`config.mk`:
```
export PLATFORM = sky130hd
export DESIGN_NAME = alu_trace_display
export DESIGN_NICKNAME = d
export VERILOG_FILES = /design/src/rtl/alu_trace_display.sv
export SDC_FILE = /design/constraint.sdc
export NUM_CORES = 1
export LEC_CHECK = 0
export BUFFER_PORTS_ARGS = -buffer_cell sky130_fd_sc_hd__buf_4
export CORE_ASPECT_RATIO = 0.75
export CORE_UTILIZATION = 30
export CTS_CLUSTER_DIAMETER = 80
export CTS_CLUSTER_SIZE = 10
export DETAILED_ROUTE_END_ITERATION = 10
export HOLD_SLACK_MARGIN = 0.02
export SYNTH_ARGS = -nofsm -noshare
export SYNTH_HDL_FRONTEND = slang
export SYNTH_SLANG_ARGS = --single-unit
```
`constraint.sdc`:
```
create_clock -name clk -period 20.7 [get_ports clk]
set_clock_uncertainty 0.05 [all_clocks]
set_input_delay 2.07 -clock clk [delete_from_list [all_inputs] [get_ports clk]]
set_output_delay 2.07 -clock clk [all_outputs]
set_load 0.02 [all_outputs]
```
`src/rtl/alu_trace_display.sv`:
```
// Touch-driven ALU harness: stages operands, sequences one ALU op per exec edge,
// keeps a result history ring and maps it onto LCD slots. Optional: ALU_TRACE_ACCUM_EN.
module alu_trace_display #(
  parameter int DATA_W     = 32,
  parameter int CTRL_W     = 4,
  parameter int HIST_DEPTH = 8,
  parameter int ALU_LAT    = 0
) (
  input  logic              clk,
  input  logic              reset,
  input  logic [1:0]        input_sel,
  input  logic              input_valid,
  input  logic [31:0]       input_value,
  input  logic              exec_req,
  input  logic [5:0]        display_number,
  output logic              display_valid,
  output logic [39:0]       display_name,
  output logic [31:0]       display_value,
  output logic [CTRL_W-1:0] alu_control,
  output logic [DATA_W-1:0] alu_src1,
  output logic [DATA_W-1:0] alu_src2,
  input  logic [DATA_W-1:0] alu_result,
  output logic              busy,
  output logic [5:0]        hist_count
);

  localparam int          PTR_W   = $clog2(HIST_DEPTH);
  localparam logic [5:0]  DEPTH6  = 6'(HIST_DEPTH);
  localparam logic [3:0]  LAT4    = 4'(ALU_LAT);
  localparam logic [6:0]  HIS_END = 7'(6 + HIST_DEPTH);

  typedef enum logic [1:0] {S_IDLE, S_ISSUE, S_WAIT, S_CAPT} state_e;

  state_e              state_q;
  logic [3:0]          wait_cnt_q;
  logic                exec_prev_q;
  logic [CTRL_W-1:0]   stg_ctrl_q;
  logic [DATA_W-1:0]   stg_src1_q;
  logic [DATA_W-1:0]   stg_src2_q;
  logic [CTRL_W-1:0]   alu_control_q;
  logic [DATA_W-1:0]   alu_src1_q;
  logic [DATA_W-1:0]   alu_src2_q;
  logic [DATA_W-1:0]   last_q;
  logic [DATA_W-1:0]   ring_q [HIST_DEPTH];
  logic [PTR_W-1:0]    wr_ptr_q;
  logic [5:0]          hist_count_q;
  logic                accum_q;
  logic                disp_valid_q;
  logic [39:0]         disp_name_q;
  logic [31:0]         disp_value_q;

  logic                exec_rise;
  logic                capt;
  logic                cmd_clr;
  logic                cmd_tog;

  assign exec_rise = exec_req & ~exec_prev_q;
  assign capt      = (state_q == S_CAPT);
  assign cmd_clr   = input_valid && (input_sel == 2'b01) && (input_value == 32'd0);
`ifdef ALU_TRACE_ACCUM_EN
  assign cmd_tog   = input_valid && (input_sel == 2'b01) && (input_value == 32'd1);
`else
  assign cmd_tog   = 1'b0;
`endif

  // Sequencer: edges arriving outside IDLE are simply lost.
  always_ff @(posedge clk or posedge reset) begin
    if (reset) begin
      state_q       <= S_IDLE;
      wait_cnt_q    <= '0;
      exec_prev_q   <= 1'b0;
      alu_control_q <= '0;
      alu_src1_q    <= '0;
      alu_src2_q    <= '0;
    end else begin
      exec_prev_q <= exec_req;
      case (state_q)
        S_IDLE: if (exec_rise) state_q <= S_ISSUE;
        S_ISSUE: begin
          alu_control_q <= stg_ctrl_q;
          alu_src1_q    <= stg_src1_q;
          alu_src2_q    <= stg_src2_q;
          wait_cnt_q    <= '0;
          state_q       <= S_WAIT;
        end
        S_WAIT: begin
          if (wait_cnt_q == LAT4) state_q <= S_CAPT;
          else                    wait_cnt_q <= wait_cnt_q + 4'd1;
        end
        default: state_q <= S_IDLE;
      endcase
    end
  end

  // Staging and history. Later assignments take priority: clear beats capture,
  // a touch write to src1 beats the accumulate feedback.
  always_ff @(posedge clk or posedge reset) begin
    if (reset) begin
      stg_ctrl_q   <= '0;
      stg_src1_q   <= '0;
      stg_src2_q   <= '0;
      last_q       <= '0;
      wr_ptr_q     <= '0;
      hist_count_q <= '0;
      accum_q      <= 1'b0;
      for (int unsigned i = 0; i < HIST_DEPTH; i++) ring_q[i] <= '0;
    end else begin
      if (capt) begin
        last_q <= alu_result;
        if (accum_q) stg_src1_q <= alu_result;
        if (!cmd_clr) begin
          ring_q[wr_ptr_q] <= alu_result;
          wr_ptr_q         <= wr_ptr_q + 1'b1;
          if (hist_count_q != DEPTH6) hist_count_q <= hist_count_q + 6'd1;
        end
      end
      if (cmd_clr) begin
        hist_count_q <= '0;
        wr_ptr_q     <= '0;
        if (!capt) last_q <= '0;
      end
      if (cmd_tog) accum_q <= ~accum_q;
      if (input_valid) begin
        case (input_sel)
          2'b00:   stg_ctrl_q <= input_value[CTRL_W-1:0];
          2'b10:   stg_src1_q <= input_value[DATA_W-1:0];
          2'b11:   stg_src2_q <= input_value[DATA_W-1:0];
          default: ;
        endcase
      end
    end
  end

  logic              disp_valid_d;
  logic [39:0]       disp_name_d;
  logic [31:0]       disp_value_d;
  logic [5:0]        his_k;
  logic [5:0]        his_tens;
  logic [5:0]        his_ones;
  logic [PTR_W-1:0]  his_idx;

  always_comb begin
    disp_valid_d = 1'b0;
    disp_name_d  = '0;
    disp_value_d = '0;
    his_k        = display_number - 6'd6;
    his_tens     = his_k / 6'd10;
    his_ones     = his_k % 6'd10;
    his_idx      = wr_ptr_q - PTR_W'(1) - his_k[PTR_W-1:0];
    case (display_number)
      6'd1: begin disp_valid_d = 1'b1; disp_name_d = "SRC_1"; disp_value_d = 32'(stg_src1_q); end
      6'd2: begin disp_valid_d = 1'b1; disp_name_d = "SRC_2"; disp_value_d = 32'(stg_src2_q); end
      6'd3: begin disp_valid_d = 1'b1; disp_name_d = "CONTR"; disp_value_d = 32'(stg_ctrl_q); end
      6'd4: begin disp_valid_d = 1'b1; disp_name_d = "RESUL"; disp_value_d = 32'(last_q); end
      6'd5: begin
        disp_valid_d = 1'b1;
        disp_name_d  = "COUNT";
        disp_value_d = {accum_q, 25'd0, hist_count_q};
      end
      default: begin
        if (display_number >= 6'd6 && {1'b0, display_number} < HIS_END) begin
          disp_valid_d = (his_k < hist_count_q);
          disp_name_d  = {"HIS", 8'h30 + 8'(his_tens), 8'h30 + 8'(his_ones)};
          disp_value_d = 32'(ring_q[his_idx]);
        end
      end
    endcase
  end

  always_ff @(posedge clk or posedge reset) begin
    if (reset) begin
      disp_valid_q <= 1'b0;
      disp_name_q  <= '0;
      disp_value_q <= '0;
    end else begin
      disp_valid_q <= disp_valid_d;
      disp_name_q  <= disp_name_d;
      disp_value_q <= disp_value_d;
    end
  end

  assign display_valid = disp_valid_q;
  assign display_name  = disp_name_q;
  assign display_value = disp_value_q;
  assign alu_control   = alu_control_q;
  assign alu_src1      = alu_src1_q;
  assign alu_src2      = alu_src2_q;
  assign busy          = (state_q != S_IDLE);
  assign hist_count    = hist_count_q;

endmodule

```
==> impl_table.tex, run 1 <==
\begin{tabular}{lr}
\hline
Metric & Value \\
\hline
\multicolumn{2}{l}{\textbf{Worst setup path}} \\
Critical setup path kind & in -> reg \\
Biggest fanout along the worst timing path & 32 \\
Arr. time, crit path & 5.14 ns \\
Startpoint types & input port \\
Cell repeated most along the worst path & sky130\_fd\_sc\_hd\_\_buf\_4 \\
Stage delay of the slowest cell on the critical path & 0.71 ns \\
Crit end category & flip-flop \\
Ordered cell list for the critical path & buf\_4 -> clkinv\_1 -> ha\_1 -> xor2\_1 -> xnor2\_2 -> buf\_4 -> mux2i\_1 -> o21ai\_0 \\
Critical-path cell with the highest stage delay & sky130\_fd\_sc\_hd\_\_ha\_1 \\
Worst EP required & 21.10 ns \\
\multicolumn{2}{l}{\textbf{Synthesis}} \\
Top cells by area, synth & sky130\_fd\_sc\_hd\_\_dfrtp\_1 (56\%), sky130\_fd\_sc\_hd\_\_mux2\_2 (14\%), sky130\_fd\_sc\_hd\_\_mux4\_2 (6.5\%), sky130\_fd\_sc\_hd\_\_mux2\_1 (4.2\%), sky130\_fd\_sc\_hd\_\_mux2\_4 (2.0\%) \\
Async S/R FF share, synth & 1.000 \\
Number of synthesized flops with an enable pin & 0 \\
Netlist area before placement & 22110 sq um \\
Post-synthesis average cell area & 14.51 sq um \\
Top cells by count, synth & sky130\_fd\_sc\_hd\_\_dfrtp\_1 (498), sky130\_fd\_sc\_hd\_\_mux2\_2 (279), sky130\_fd\_sc\_hd\_\_nand2\_1 (88) \\
Seq/Total Area, Yosys & 0.5635 \\
Largest area contributor in the synthesized netlist & sky130\_fd\_sc\_hd\_\_dfrtp\_1 \\
Number of storage elements in the synthesis netlist & 498 \\
Top-area cell type share of the netlist area & 0.5635 \\
Synthesized instance count & 1524 \\
Top flip-flop cell by instance count after synthesis & sky130\_fd\_sc\_hd\_\_dfrtp\_1 \\
Library cells used by synthesis & 74 \\
Synth warn & 0 \\
Library cell with the highest instance count after synthesis & sky130\_fd\_sc\_hd\_\_dfrtp\_1 \\
\multicolumn{2}{l}{\textbf{Finish}} \\
Area of all sequential standard cells & 12460 sq um \\
Nets & 1808 \\
Cell area after layout & 25950 sq um \\
Filler cells & 6915 \\
Area Growth Syn to Fin & 17.37\% \\
Fin cells & 2674 \\
Area of the multi-input gates & 8970 sq um \\
Share of layout cells above drive strength 1 & 0.4035 \\
\multicolumn{2}{l}{\textbf{STA}} \\
Final total negative setup slack & 0 ns \\
Period minus WS final & 4.731 ns \\
Slew Limit Headroom & 0.2304 \\
Setup repair after global routing missed its margin & false \\
Number of failing hold endpoints at the final stage & 0 \\
Final number of max-transition violations & 0 \\
Final number of setup-violating endpoints & 0 \\
Worst-margin pin slew & 1.154 ns \\
Maximum achievable frequency & 211.4 MHz \\
Fin crit share & 0.2286 \\
\multicolumn{2}{l}{\textbf{Place}} \\
Total placed cells including tap cells & 2610 \\
Detailed placement HPWL & 40.12 mm \\
Dpl cell area & 24460 sq um \\
Final Wtd Congestion & 0.8083 \\
Port Buf Inserts & 214 \\
\multicolumn{2}{l}{\textbf{Die}} \\
Placeable core region & 72320 sq um \\
Placement row count & 85 \\
Die width & 315.5 microns \\
Die height & 237.1 microns \\
Starting utilization of the core area & 0.3058 \\
Die footprint & 74810 sq um \\
Top-level I/O count & 224 \\
\multicolumn{2}{l}{\textbf{Clocking}} \\
Clock Pin Slew Worst Setup and Hold Paths & 0.05 ns \\
Cells resized by post-CTS repair & 0 \\
Inserted Clock Buffers & 56 \\
Worst-Skew Late Latency & 0.61 ns \\
Buffers inserted by post-CTS timing repair & 0 \\
Number of sinks driven by the clock tree & 498 \\
Post-CTS Hold Buffers & 0 \\
Max H-tree Level & 2 \\
Buffer depth of the longest clock path & 3 \\
Buffer cell driving the clock tree root & sky130\_fd\_sc\_hd\_\_clkbuf\_16 \\
TritonCTS clock tree & built \\
\multicolumn{2}{l}{\textbf{GRT}} \\
Vias in the first global route & 13880 \\
First-pass GRT wire length & 92.43 mm \\
Initial antenna violation count & 14 \\
Largest net degree at the start of global routing & 130 \\
Residual overflow from global routing & 0 \\
Total Routing Usage GR & 0.1628 \\
\multicolumn{2}{l}{\textbf{Pwr}} \\
Clock share of power & 0.219 \\
Comb power frac & 0.368 \\
Maximum ir drop on the vdd rail & 0.08102 mV \\
Switching Fraction & 0.3308 \\
Leakage dissipation & 11.73 nW \\
Switching power total & 1.296 mW \\
Power Density & 150.9 nW/um\^{}2 \\
Overall power after layout & 3.918 mW \\
Sequential share of power & 0.414 \\
Internal Dissipation & 2.621 mW \\
\multicolumn{2}{l}{\textbf{Drt}} \\
Via count & 13620 \\
Detailed-route wire length & 60.41 mm \\
DRC Markers & 32 \\
Number of iterations in the first detailed-routing pass & 9 \\
Final antenna-violating net count & 0 \\
Number of DRC markers after the initial detailed-route iteration & 1225 \\
Ratio of routed vias to standard cells & 5.092 \\
Average wire length per cell after detail routing & 22.59 microns \\
\multicolumn{2}{l}{\textbf{Status}} \\
Violations in the final reports & DRC \\
Outcome & complete, but fails checks \\
\multicolumn{2}{l}{\textbf{Run}} \\
Number of max-cap violations & 0 \\
\multicolumn{2}{l}{\textbf{Worst hold path}} \\
Worst min-delay path class & reg -> reg \\
\hline
\end{tabular}
[power by group through the flow]
stage | registers [mW] | clock network, mW | logic [mW]
2_1_floorplan | 1.65 | 0 | 0.958
3_3_place_gp | 1.61 | 0 | 1.42
3_5_place_dp | 1.63 | 0 | 1.46
4_1_cts | 1.61 | 0.882 | 1.46
5_1_grt | 1.67 | 0.920 | 1.56
6_report | 1.62 | 0.857 | 1.44
[layout make-up]
| class | count | area share |
|---|---|---|
| Sequential cell | 498 | 0.4801 |
| Multi-Input combinational cell | 900 | 0.3456 |
| Timing Repair Buffer | 231 | 0.06681 |
| Clock buffer | 57 | 0.05414 |
| Tap cell | 957 | 0.04613 |
| Inverter | 24 | 0.003760 |
| Clock inverter | 5 | 0.003230 |
| Antenna cell | 2 | 0.0001928 |
[metal layers]
layer | vias up | share of wire | global-route usage
met2 | 399 | 0.43 | 0.2321
li1 | 5913 | - | -
met5 | - | 0.0019 | 0
met1 | 7189 | 0.48 | 0.2436
met4 | 18 | 0.020 | 0.04187
met3 | 97 | 0.072 | 0.04081
[critical path: cells and delay by family]
family                   cells  cell delay (ns)
AO/OA/AOI/OAI                1             0.17
adder cells (fa/ha/maj)      1             0.71
multiplexers                 1             0.52
XOR/XNOR                     2             0.40
buffers and inverters        3             1.23
[layout by cell type, fill, tap and decap left out, types with 3 or more instances in the layout]
master | synthesis | final
sky130_fd_sc_hd__mux4_2 | 64 | 64
sky130_fd_sc_hd__o21bai_1 | 3 | 3
sky130_fd_sc_hd__mux2_4 | 30 | 30
sky130_fd_sc_hd__buf_4 | 30 | 231
sky130_fd_sc_hd__nor3_1 | 11 | 11
sky130_fd_sc_hd__nand3_4 | 3 | 3
sky130_fd_sc_hd__o21ai_0 | 78 | 78
sky130_fd_sc_hd__nor4_1 | 7 | 7
sky130_fd_sc_hd__nand2_1 | 88 | 88
sky130_fd_sc_hd__ha_1 | 20 | 17
sky130_fd_sc_hd__or2_2 | 3 | 3
sky130_fd_sc_hd__xor2_1 | 5 | 5
sky130_fd_sc_hd__xnor2_1 | 12 | 11
sky130_fd_sc_hd__nor2_1 | 26 | 26
sky130_fd_sc_hd__nand4_1 | 5 | 5
sky130_fd_sc_hd__a211o_1 | 3 | 3
sky130_fd_sc_hd__mux2_2 | 279 | 279
sky130_fd_sc_hd__a222oi_1 | 26 | 26
sky130_fd_sc_hd__dfrtp_1 | 498 | 498
sky130_fd_sc_hd__o22ai_1 | 5 | 5
sky130_fd_sc_hd__clkbuf_16 | 0 | 56
sky130_fd_sc_hd__nor2b_1 | 4 | 4
sky130_fd_sc_hd__a21oi_1 | 15 | 15
sky130_fd_sc_hd__inv_1 | 23 | 22
sky130_fd_sc_hd__or3_1 | 6 | 6
sky130_fd_sc_hd__nand3_1 | 17 | 16
sky130_fd_sc_hd__nand2_2 | 3 | 3
sky130_fd_sc_hd__mux2i_1 | 44 | 44
sky130_fd_sc_hd__mux2_1 | 83 | 83
sky130_fd_sc_hd__conb_1 | 2 | 10
[per-stage QoR]
step	util	setup WS, ns	hold WS [ns]
finish	0.3589	15.97	0.4361
global route	0.3588	15.82	0.4487
CTS	0.3588	16.00	0.4409
detailed placement	0.3382	15.35	0.4272
global placement	0.3382	15.40	0.4178
floorplan	-	4.677	0.4087
[flip-flops by register name, indices dropped and copies added (netlist names)]
name and flops:
state_q 2, alu_control 4, hist_count 6, exec_prev_q 1, display_name 25, alu_src2 32
display_valid 1, wr_ptr_q 3, display_value 32, wait_cnt_q 4, alu_src1 32, stg_src2_q 32
stg_src1_q 32, stg_ctrl_q 4, last_q 32, ring_q 256
[path summary, 6_finish.rpt]
| kind | start | end | slack [ns] | cells past startpoint |
|---|---|---|---|---|
| worst max-delay path | display_number[1] | display_value[24] | 15.97 | 8 |
| worst min-delay path | ring_q[17] | ring_q[17] | 0.44 | 1 |
| worst max register to register | state_q[0] | ring_q[243] | 17.25 | 6 |
| worst min register to register | ring_q[17] | ring_q[17] | 0.44 | 1 |
| max in group asynchronous | reset | alu_src2[2] | 16.83 | 4 |
| min in group asynchronous | reset | ring_q[99] | 1.53 | 2 |
[kinds of logic after synthesis]
kind of cell | Yosys count | share of synthesized area
multiplexers | 500 | 0.2898
buffers and inverters | 134 | 0.03474
flip-flops | 498 | 0.5635
XOR/XNOR | 17 | 0.006733
other | 2 | 0.0003396
AO/OA/AOI/OAI | 155 | 0.04628
adder cells (fa/ha/maj) | 21 | 0.01222
AND/OR/NAND/NOR | 197 | 0.04634
Note: power is estimated with default switching activity, not from simulation.
==> inputs of run 2 (changes only) <==
ABC_AREA = 1   (was default)
clock period = 4.9 ns   (was 20.7 ns; I/O delays follow)
==> run 2 against run 1 <==
Against the previous run:
- the flow now finishes without violations
- clock power grew to 4.2 times the previous value
- area after synthesis shrank 1.7%
- flip-flop and latch count is the same
- largest power group unchanged
==> impl_table.tex, run 2 <==
\begin{tabular}{lr}
\hline
Metric & Value \\
\hline
\multicolumn{2}{l}{\textbf{Pwr}} \\
Switching Fraction & 0.3881 (was 0.3308) \\
Comb power frac & 0.361 (was 0.368) \\
Maximum ir drop on the vdd rail & 0.3242 mV (was 0.08102 mV) \\
Switching power total & 6.088 mW (was 1.296 mW) \\
Leakage dissipation & 12.40 nW (was 11.73 nW) \\
Power Density & 613.6 nW/um\^{}2 (was 150.9 nW/um\^{}2) \\
Sequential share of power & 0.411 (was 0.414) \\
Internal Dissipation & 9.598 mW (was 2.621 mW) \\
Clock share of power & 0.228 (was 0.219) \\
\multicolumn{2}{l}{\textbf{Worst hold path}} \\
Worst min-delay path class & in -> async (was reg -> reg) \\
\multicolumn{2}{l}{\textbf{Worst setup path}} \\
Family with the most delay on the worst path & adder cells (was buffers and inverters) \\
Buffering stage count on the worst path with inverters included & 1 (was 3) \\
Critical setup path kind & reg -> reg (was in -> reg) \\
Crit end category & flip-flop (unchanged) \\
Worst EP required & 5.38 ns (was 21.10 ns) \\
Stage delay of the slowest cell on the critical path & 1.25 ns (was 0.71 ns) \\
Setup slack on the worst flop-to-flop path & 1.72 ns (was 17.25 ns) \\
Arr. time, crit path & 3.66 ns (was 5.14 ns) \\
Critical-path cell with the highest stage delay & sky130\_fd\_sc\_hd\_\_fa\_4 (was sky130\_fd\_sc\_hd\_\_ha\_1) \\
Biggest fanout along the worst timing path & 60 (was 32) \\
Startpoint types & flip-flop (was input port) \\
Ordered cell list for the critical path & ha\_4 -> fa\_4 -> buf\_12 -> a21oi\_1 -> a32o\_1 -> nand2\_1 -> o211ai\_2 -> nand4\_1 (was buf\_4 -> clkinv\_1 -> ha\_1 -> xor2\_1 -> xnor2\_2 -> buf\_4 -> mux2i\_1 -> o21ai\_0) \\
\multicolumn{2}{l}{\textbf{GRT}} \\
Largest net degree at the start of global routing & 137 (was 130) \\
Residual overflow from global routing & 0 (unchanged) \\
Vias in the first global route & 16830 (was 13880) \\
First-pass GRT wire length & 100.8 mm (was 92.43 mm) \\
Total Routing Usage GR & 0.1743 (was 0.1628) \\
Initial antenna violation count & 1 (was 14) \\
\multicolumn{2}{l}{\textbf{STA}} \\
Worst-margin pin slew & 0.9495 ns (was 1.154 ns) \\
Number of failing hold endpoints at the final stage & 0 (unchanged) \\
Fin crit share & 0.6491 \\
Maximum achievable frequency & 314.4 MHz \\
Final number of max-transition violations & 0 (unchanged) \\
Period minus WS final & 3.181 ns \\
Worst hold margin & 0.04965 ns (was 0.4361 ns) \\
Slew Limit Headroom & 0.3670 (was 0.2304) \\
Setup repair after global routing missed its margin & false (unchanged) \\
Final number of setup-violating endpoints & 0 (unchanged) \\
\multicolumn{2}{l}{\textbf{Finish}} \\
Area Growth Syn to Fin & 17.61\% (was 17.37\%) \\
Most frequent standard cell in the layout excluding fill and tap cells & sky130\_fd\_sc\_hd\_\_nand2\_1 (was sky130\_fd\_sc\_hd\_\_dfrtp\_1) \\
Area of the multi-input gates & 8010 sq um (was 8970 sq um) \\
Cell area after layout & 25560 sq um (was 25950 sq um) \\
Area of all sequential standard cells & 12460 sq um (unchanged) \\
Share of layout cells above drive strength 1 & 0.1414 (was 0.4035) \\
Largest reg by FF count & ring\_q (unchanged) \\
Number of flip-flops under the largest register name & 256 (unchanged) \\
Filler cells & 7477 (was 6915) \\
Nets & 2691 (was 1808) \\
Antenna Diode Count & 0 (was 2) \\
Leading cell types in the layout, fill and taps excluded & sky130\_fd\_sc\_hd\_\_nand2\_1 (894), sky130\_fd\_sc\_hd\_\_dfrtp\_1 (498), sky130\_fd\_sc\_hd\_\_o21ai\_0 (298) (was sky130\_fd\_sc\_hd\_\_dfrtp\_1 (498), sky130\_fd\_sc\_hd\_\_mux2\_2 (279), sky130\_fd\_sc\_hd\_\_buf\_4 (231)) \\
Utilization of the core after routing & 0.3566 (was 0.3589) \\
\multicolumn{2}{l}{\textbf{Clocking}} \\
Inserted Clock Buffers & 55 (was 56) \\
TritonCTS clock tree & built (unchanged) \\
Buffer depth of the longest clock path & 3 (unchanged) \\
Buffer cell driving the clock tree root & sky130\_fd\_sc\_hd\_\_clkbuf\_16 (unchanged) \\
Number of sinks driven by the clock tree & 498 (unchanged) \\
Clock Pin Slew Worst Setup and Hold Paths & 0.06 ns (was 0.05 ns) \\
Cells resized by post-CTS repair & 0 (unchanged) \\
Max H-tree Level & 2 (unchanged) \\
Buffers inserted by post-CTS timing repair & 0 (unchanged) \\
Worst-Skew Late Latency & 0.60 ns (was 0.61 ns) \\
\multicolumn{2}{l}{\textbf{Place}} \\
Port Buf Inserts & 214 (unchanged) \\
Detailed placement HPWL & 42.23 mm (was 40.12 mm) \\
Dpl cell area & 24140 sq um (was 24460 sq um) \\
Final Wtd Congestion & 0.8326 (was 0.8083) \\
\multicolumn{2}{l}{\textbf{Die}} \\
Die width & 312.8 microns (was 315.5 microns) \\
Placement row count & 85 (unchanged) \\
Starting utilization of the core area & 0.3032 (was 0.3058) \\
Die height & 235.1 microns (was 237.1 microns) \\
Die footprint & 73550 sq um (was 74810 sq um) \\
Placeable core region & 71680 sq um (was 72320 sq um) \\
Top-level I/O count & 224 (unchanged) \\
\multicolumn{2}{l}{\textbf{Synthesis}} \\
Largest area contributor in the synthesized netlist & sky130\_fd\_sc\_hd\_\_dfrtp\_1 (unchanged) \\
Netlist area before placement & 21740 sq um (was 22110 sq um) \\
Synthesized instance count & 2440 (was 1524) \\
Seq/Total Area, Yosys & 0.5733 (was 0.5635) \\
Top flip-flop cell by instance count after synthesis & sky130\_fd\_sc\_hd\_\_dfrtp\_1 (unchanged) \\
Number of synthesized flops with an enable pin & 0 (unchanged) \\
Library cells used by synthesis & 48 (was 74) \\
Post-synthesis average cell area & 8.909 sq um (was 14.51 sq um) \\
Number of storage elements in the synthesis netlist & 498 (unchanged) \\
Synth warn & 0 (unchanged) \\
Top cells by area, synth & sky130\_fd\_sc\_hd\_\_dfrtp\_1 (57\%), sky130\_fd\_sc\_hd\_\_nand2\_1 (15\%), sky130\_fd\_sc\_hd\_\_o21ai\_0 (6.9\%), sky130\_fd\_sc\_hd\_\_inv\_1 (2.1\%), sky130\_fd\_sc\_hd\_\_a21oi\_1 (1.7\%) (was sky130\_fd\_sc\_hd\_\_dfrtp\_1 (56\%), sky130\_fd\_sc\_hd\_\_mux2\_2 (14\%), sky130\_fd\_sc\_hd\_\_mux4\_2 (6.5\%), sky130\_fd\_sc\_hd\_\_mux2\_1 (4.2\%), sky130\_fd\_sc\_hd\_\_mux2\_4 (2.0\%)) \\
Top cells by count, synth & sky130\_fd\_sc\_hd\_\_nand2\_1 (894), sky130\_fd\_sc\_hd\_\_dfrtp\_1 (498), sky130\_fd\_sc\_hd\_\_o21ai\_0 (298) (was sky130\_fd\_sc\_hd\_\_dfrtp\_1 (498), sky130\_fd\_sc\_hd\_\_mux2\_2 (279), sky130\_fd\_sc\_hd\_\_nand2\_1 (88)) \\
Async S/R FF share, synth & 1.000 (unchanged) \\
Library cell with the highest instance count after synthesis & sky130\_fd\_sc\_hd\_\_nand2\_1 (was sky130\_fd\_sc\_hd\_\_dfrtp\_1) \\
Top-area cell type share of the netlist area & 0.5733 (was 0.5635) \\
\multicolumn{2}{l}{\textbf{Drt}} \\
DRC Markers & 0 (was 32) \\
Final antenna-violating net count & 0 (unchanged) \\
Via count & 17370 (was 13620) \\
Number of DRC markers after the initial detailed-route iteration & 1636 (was 1225) \\
Number of iterations in the first detailed-routing pass & 5 (was 9) \\
Ratio of routed vias to standard cells & 4.890 (was 5.092) \\
Average wire length per cell after detail routing & 18.15 microns (was 22.59 microns) \\
Detailed-route wire length & 64.46 mm (was 60.41 mm) \\
\multicolumn{2}{l}{\textbf{Run}} \\
Number of max-cap violations & 0 (unchanged) \\
\multicolumn{2}{l}{\textbf{Status}} \\
Outcome & completed (was complete, but fails checks) \\
\hline
\end{tabular}
==> run 2: cell count changes in the layout (fill, tap and decap cells not counted), moves of 64 or more <==
cell	before	now
sky130_fd_sc_hd__mux4_2	64	0
sky130_fd_sc_hd__nand2_1	88	894
sky130_fd_sc_hd__mux2_1	83	0
sky130_fd_sc_hd__mux2_2	279	0
sky130_fd_sc_hd__o21ai_0	78	298
sky130_fd_sc_hd__inv_1	22	119
==> run 2: repair_timing <==
item,CTS,global route
hold buffers,1,0
endpoints found under the setup margin,0,0
endpoints found under the hold margin,1,0
==> run 2: worst paths after layout <==
| kind | from | to | cells after the start |
|---|---|---|---|
| worst min register to register | alu_src1[19] | alu_src1[19] | 2 |
| worst max register to register | wr_ptr_q[0] | display_value[14] | 8 |
| max in group asynchronous | reset | last_q[10] | 3 |
| min in group clk | input_value[14] | stg_src2_q[14] | 3 |
| worst max-delay path | wr_ptr_q[0] | display_value[14] | 8 |
| worst min-delay path | reset | hist_count[0] | 2 |
==> run 2: final cells by class <==
type | instances | share of cell area
clock inverter | 2 | 0.001126
clock buffer | 56 | 0.05438
multi-input combinational | 1655 | 0.3133
timing repair buffer | 249 | 0.07664
inverter | 135 | 0.02021
tap | 957 | 0.04684
sequential | 498 | 0.4875
==> run 2: routing by layer <==
metal  track usage  share of wire  up-vias
met2        0.2810           0.47      431
met4       0.04775          0.023        0
li1              -              -     8313
met5             0              0        -
met3       0.02599          0.048       92
met1        0.2434           0.45     8535
==> run 2: kinds of logic (layout without fill, tap and decap cells) <==
| group | count (synthesis) | in the layout | share of synthesized area |
|---|---|---|---|
| compound gates | 559 | 559 | 0.1533 |
| xor+xnor | 6 | 6 | 0.002418 |
| fa+ha+maj | 21 | 21 | 0.01243 |
| buf+inv | 295 | 442 | 0.06113 |
| flops | 498 | 498 | 0.5733 |
| other cells | 2 | 10 | 0.0003455 |
| simple gates | 1059 | 1059 | 0.1970 |
==> run 2: metrics by stage <==
stage	worst slack, ns	setup TNS (ns)	power, mW	cells
3_5_place_dp	1.496	0	12.17	3493
6_report	1.719	0	15.69	3552
2_1_floorplan	-2.397	-1193.46	10.28	2448
4_1_cts	1.757	0	15.79	3552
3_3_place_gp	1.510	0	12.08	3493
5_1_grt	1.614	0	16.79	3552
==> run 2: power groups by stage <==
stage / clock network [mW] / logic [mW] / registers (mW)
after floorplan: 0 / 3.67 / 6.61
after global placement: 0 / 5.61 / 6.47
after detailed placement: 0 / 5.71 / 6.46
after CTS: 3.65 / 5.71 / 6.43
after global routing: 3.81 / 6.38 / 6.60
final: 3.58 / 5.67 / 6.44
==> inputs of run 3 (changes only) <==
clock period = 2.75 ns   (was 4.9 ns; I/O delays follow)
==> run 3 against run 2 <==
Against the previous run:
- critical path depth increased by 2
- hold slack got worse by 0.023 ns
- worst setup slack got worse by 1.5 ns
- global-route usage about the same
- die area unchanged
- core utilization increased by 1.2 points
- register-to-register slack got worse by 1.4 ns
- via count increased by 1.1%
- sequential power increased by 77%
- critical endpoint is now hist_count[4]
- largest power group unchanged
==> impl_table.tex, run 3 (same netlist as run 2, synthesis figures left out) <==
\begin{tabular}{lr}
\hline
Metric & Value \\
\hline
\multicolumn{2}{l}{\textbf{Drt}} \\
Final antenna-violating net count & 0 (unchanged) \\
DRC Markers & 0 (unchanged) \\
Number of DRC markers after the initial detailed-route iteration & 1422 (was 1636) \\
Ratio of routed vias to standard cells & 4.850 (was 4.890) \\
Via count & 17570 (was 17370) \\
Number of iterations in the first detailed-routing pass & 8 (was 5) \\
Average wire length per cell after detail routing & 17.78 microns (was 18.15 microns) \\
Detailed-route wire length & 64.42 mm (was 64.46 mm) \\
\multicolumn{2}{l}{\textbf{Finish}} \\
Utilization of the core after routing & 0.3691 (was 0.3566) \\
Largest reg by FF count & ring\_q (unchanged) \\
Cell area after layout & 26460 sq um (was 25560 sq um) \\
Number of flip-flops under the largest register name & 256 (unchanged) \\
Nets & 2760 (was 2691) \\
Antenna Diode Count & 0 (unchanged) \\
Share of layout cells above drive strength 1 & 0.1505 (was 0.1414) \\
Most frequent standard cell in the layout excluding fill and tap cells & sky130\_fd\_sc\_hd\_\_nand2\_1 (unchanged) \\
Area Growth Syn to Fin & 21.71\% (was 17.61\%) \\
Leading cell types in the layout, fill and taps excluded & sky130\_fd\_sc\_hd\_\_nand2\_1 (894), sky130\_fd\_sc\_hd\_\_dfrtp\_1 (498), sky130\_fd\_sc\_hd\_\_o21ai\_0 (298) (unchanged) \\
\multicolumn{2}{l}{\textbf{STA}} \\
Slew Limit Headroom & 0.4535 (was 0.3670) \\
Maximum achievable frequency & 394.5 MHz \\
Fin crit share & 0.9218 \\
Period minus WS final & 2.535 ns \\
Final number of max-transition violations & 0 (unchanged) \\
Setup repair after global routing missed its margin & false (unchanged) \\
Number of failing hold endpoints at the final stage & 0 (unchanged) \\
Worst-margin pin slew & 0.8147 ns (was 0.9495 ns) \\
Final number of setup-violating endpoints & 0 (unchanged) \\
\multicolumn{2}{l}{\textbf{Worst setup path}} \\
Biggest fanout along the worst timing path & 8 (was 60) \\
Critical setup path kind & in -> reg (was reg -> reg) \\
Stage delay of the slowest cell on the critical path & 0.53 ns (was 1.25 ns) \\
Arr. time, crit path & 2.98 ns (was 3.66 ns) \\
Setup slack on the worst flop-to-flop path & 0.28 ns (was 1.72 ns) \\
Critical-path cell with the highest stage delay & sky130\_fd\_sc\_hd\_\_dlygate4sd3\_1 (was sky130\_fd\_sc\_hd\_\_fa\_4) \\
R2R depth & 8 (unchanged) \\
Critical R2R Capture & display\_value[17] (was display\_value[14]) \\
Ordered cell list for the critical path & dlygate4sd3\_1 -> buf\_4 -> nor4\_1 -> buf\_4 -> nand4\_1 -> nor4\_1 -> nand2\_1 -> o21ai\_1 -> nand3b\_1 -> o21ai\_0 (was ha\_4 -> fa\_4 -> buf\_12 -> a21oi\_1 -> a32o\_1 -> nand2\_1 -> o211ai\_2 -> nand4\_1) \\
Startpoint types & input port (was flip-flop) \\
Crit end category & flip-flop (unchanged) \\
Worst EP required & 3.20 ns (was 5.38 ns) \\
Beginning of the worst register-to-register path & wr\_ptr\_q[0] (unchanged) \\
\multicolumn{2}{l}{\textbf{Worst hold path}} \\
Instance count along the most critical hold path & 3 \\
Worst min-delay path endpoint & ring\_q[146] \\
Origin of the worst min-delay path & alu\_result[18] \\
Worst min-delay path class & in -> reg (was in -> async) \\
\multicolumn{2}{l}{\textbf{Die}} \\
Placeable core region & 71680 sq um (unchanged) \\
Die width & 312.8 microns (unchanged) \\
Die footprint & 73550 sq um (unchanged) \\
Die height & 235.1 microns (unchanged) \\
Starting utilization of the core area & 0.3032 (unchanged) \\
Placement row count & 85 (unchanged) \\
Top-level I/O count & 224 (unchanged) \\
\multicolumn{2}{l}{\textbf{Clocking}} \\
Worst-Skew Late Latency & 0.59 ns (was 0.60 ns) \\
Number of sinks driven by the clock tree & 498 (unchanged) \\
Max H-tree Level & 2 (unchanged) \\
Cells resized by post-CTS repair & 0 (unchanged) \\
Buffer depth of the longest clock path & 3 (unchanged) \\
TritonCTS clock tree & built (unchanged) \\
Clock Pin Slew Worst Setup and Hold Paths & 0.06 ns (about the same) \\
Buffer cell driving the clock tree root & sky130\_fd\_sc\_hd\_\_clkbuf\_16 (unchanged) \\
Inserted Clock Buffers & 55 (unchanged) \\
\multicolumn{2}{l}{\textbf{Place}} \\
Detailed placement HPWL & 44.18 mm (was 42.23 mm) \\
Final Wtd Congestion & 0.8844 (was 0.8326) \\
Dpl cell area & 24650 sq um (was 24140 sq um) \\
Port Buf Inserts & 214 (unchanged) \\
\multicolumn{2}{l}{\textbf{Pwr}} \\
Overall power after layout & 28.43 mW (was 15.69 mW) \\
Maximum ir drop on the vdd rail & 0.5892 mV (was 0.3242 mV) \\
Power Density & 1074 nW/um\^{}2 (was 613.6 nW/um\^{}2) \\
Leakage dissipation & 12.83 nW (was 12.40 nW) \\
\multicolumn{2}{l}{\textbf{GRT}} \\
Initial antenna violation count & 0 (was 1) \\
Largest net degree at the start of global routing & 107 (was 137) \\
Residual overflow from global routing & 0 (unchanged) \\
Vias in the first global route & 17220 (was 16830) \\
Total Routing Usage GR & 0.1739 (was 0.1743) \\
First-pass GRT wire length & 101.1 mm (was 100.8 mm) \\
\multicolumn{2}{l}{\textbf{Status}} \\
Outcome & completed (unchanged) \\
\multicolumn{2}{l}{\textbf{Run}} \\
Number of max-cap violations & 0 (unchanged) \\
\hline
\end{tabular}
## run 3: cell count changes in the layout (fill, tap and decap cells not counted), sizes merged
cell	before	now
clkbuf	56	57
clkinv	3	4
dlygate4sd3	1	37
buf	248	281
inv	133	132
## run 3: worst max-delay path: cells and delay by family
family | cells | cell delay [ns]
AOI/OAI and AO/OA | 2 | 0.52
buffers and inverters | 3 | 0.89
and+or+nand+nor | 5 | 1.30
## run 3: cell type report
| type | count | area, sq um |
|---|---|---|
| timing repair buffer | 318 | 2830 |
| clock inverter | 2 | 25.02 |
| fill | 7334 | 45220 |
| clock buffer | 57 | 1415 |
| inverter | 135 | 516.7 |
| sequential | 498 | 12460 |
| multi-input combinational | 1655 | 8010 |
| tap | 957 | 1197 |
## run 3: through the flow
stage	setup TNS (ns)	setup slack [ns]	hold slack, ns	cells
after CTS	0	0.2471	0.02200	3622
after detailed placement	0	0.1106	0.3649	3526
after floorplan	-2157.09	-4.332	0.2564	2448
after global routing	0	0.05505	0.04864	3622
final	0	0.2150	0.02689	3622
after global placement	0	0.1548	0.3630	3526
## run 3: repair_timing
action / 4_1_cts / 5_1_grt
setup endpoints to repair: 0 / 0
hold buffers: 37 / 0
hold endpoints to repair: 165 / 0
buffers inserted: 0 / 0
## run 3: worst max path at each step
stage                                  from              end  slack [ns]
after floorplan                       reset   alu_control[0]       -4.33
final                       input_value[12]    hist_count[4]        0.21
after global routing        input_value[12]       ring_q[18]        0.06
after CTS                   input_value[12]       last_q[30]        0.25
after global placement    display_number[1]  display_name[5]        0.15
after detailed placement  display_number[1]  display_name[5]        0.11
## run 3: per-layer routing
layer  track usage  vias up  share of wire
met5             0        -              0
met4       0.04124        0          0.019
met3       0.02731       75          0.048
met2        0.2843      438           0.48
met1        0.2412     8590           0.46
li1              -     8463              -
## run 3: where the power goes
part           switching, mW  internal, mW
combinational           6.52          4.06
clock                   2.82          3.58
sequential              1.54          9.90
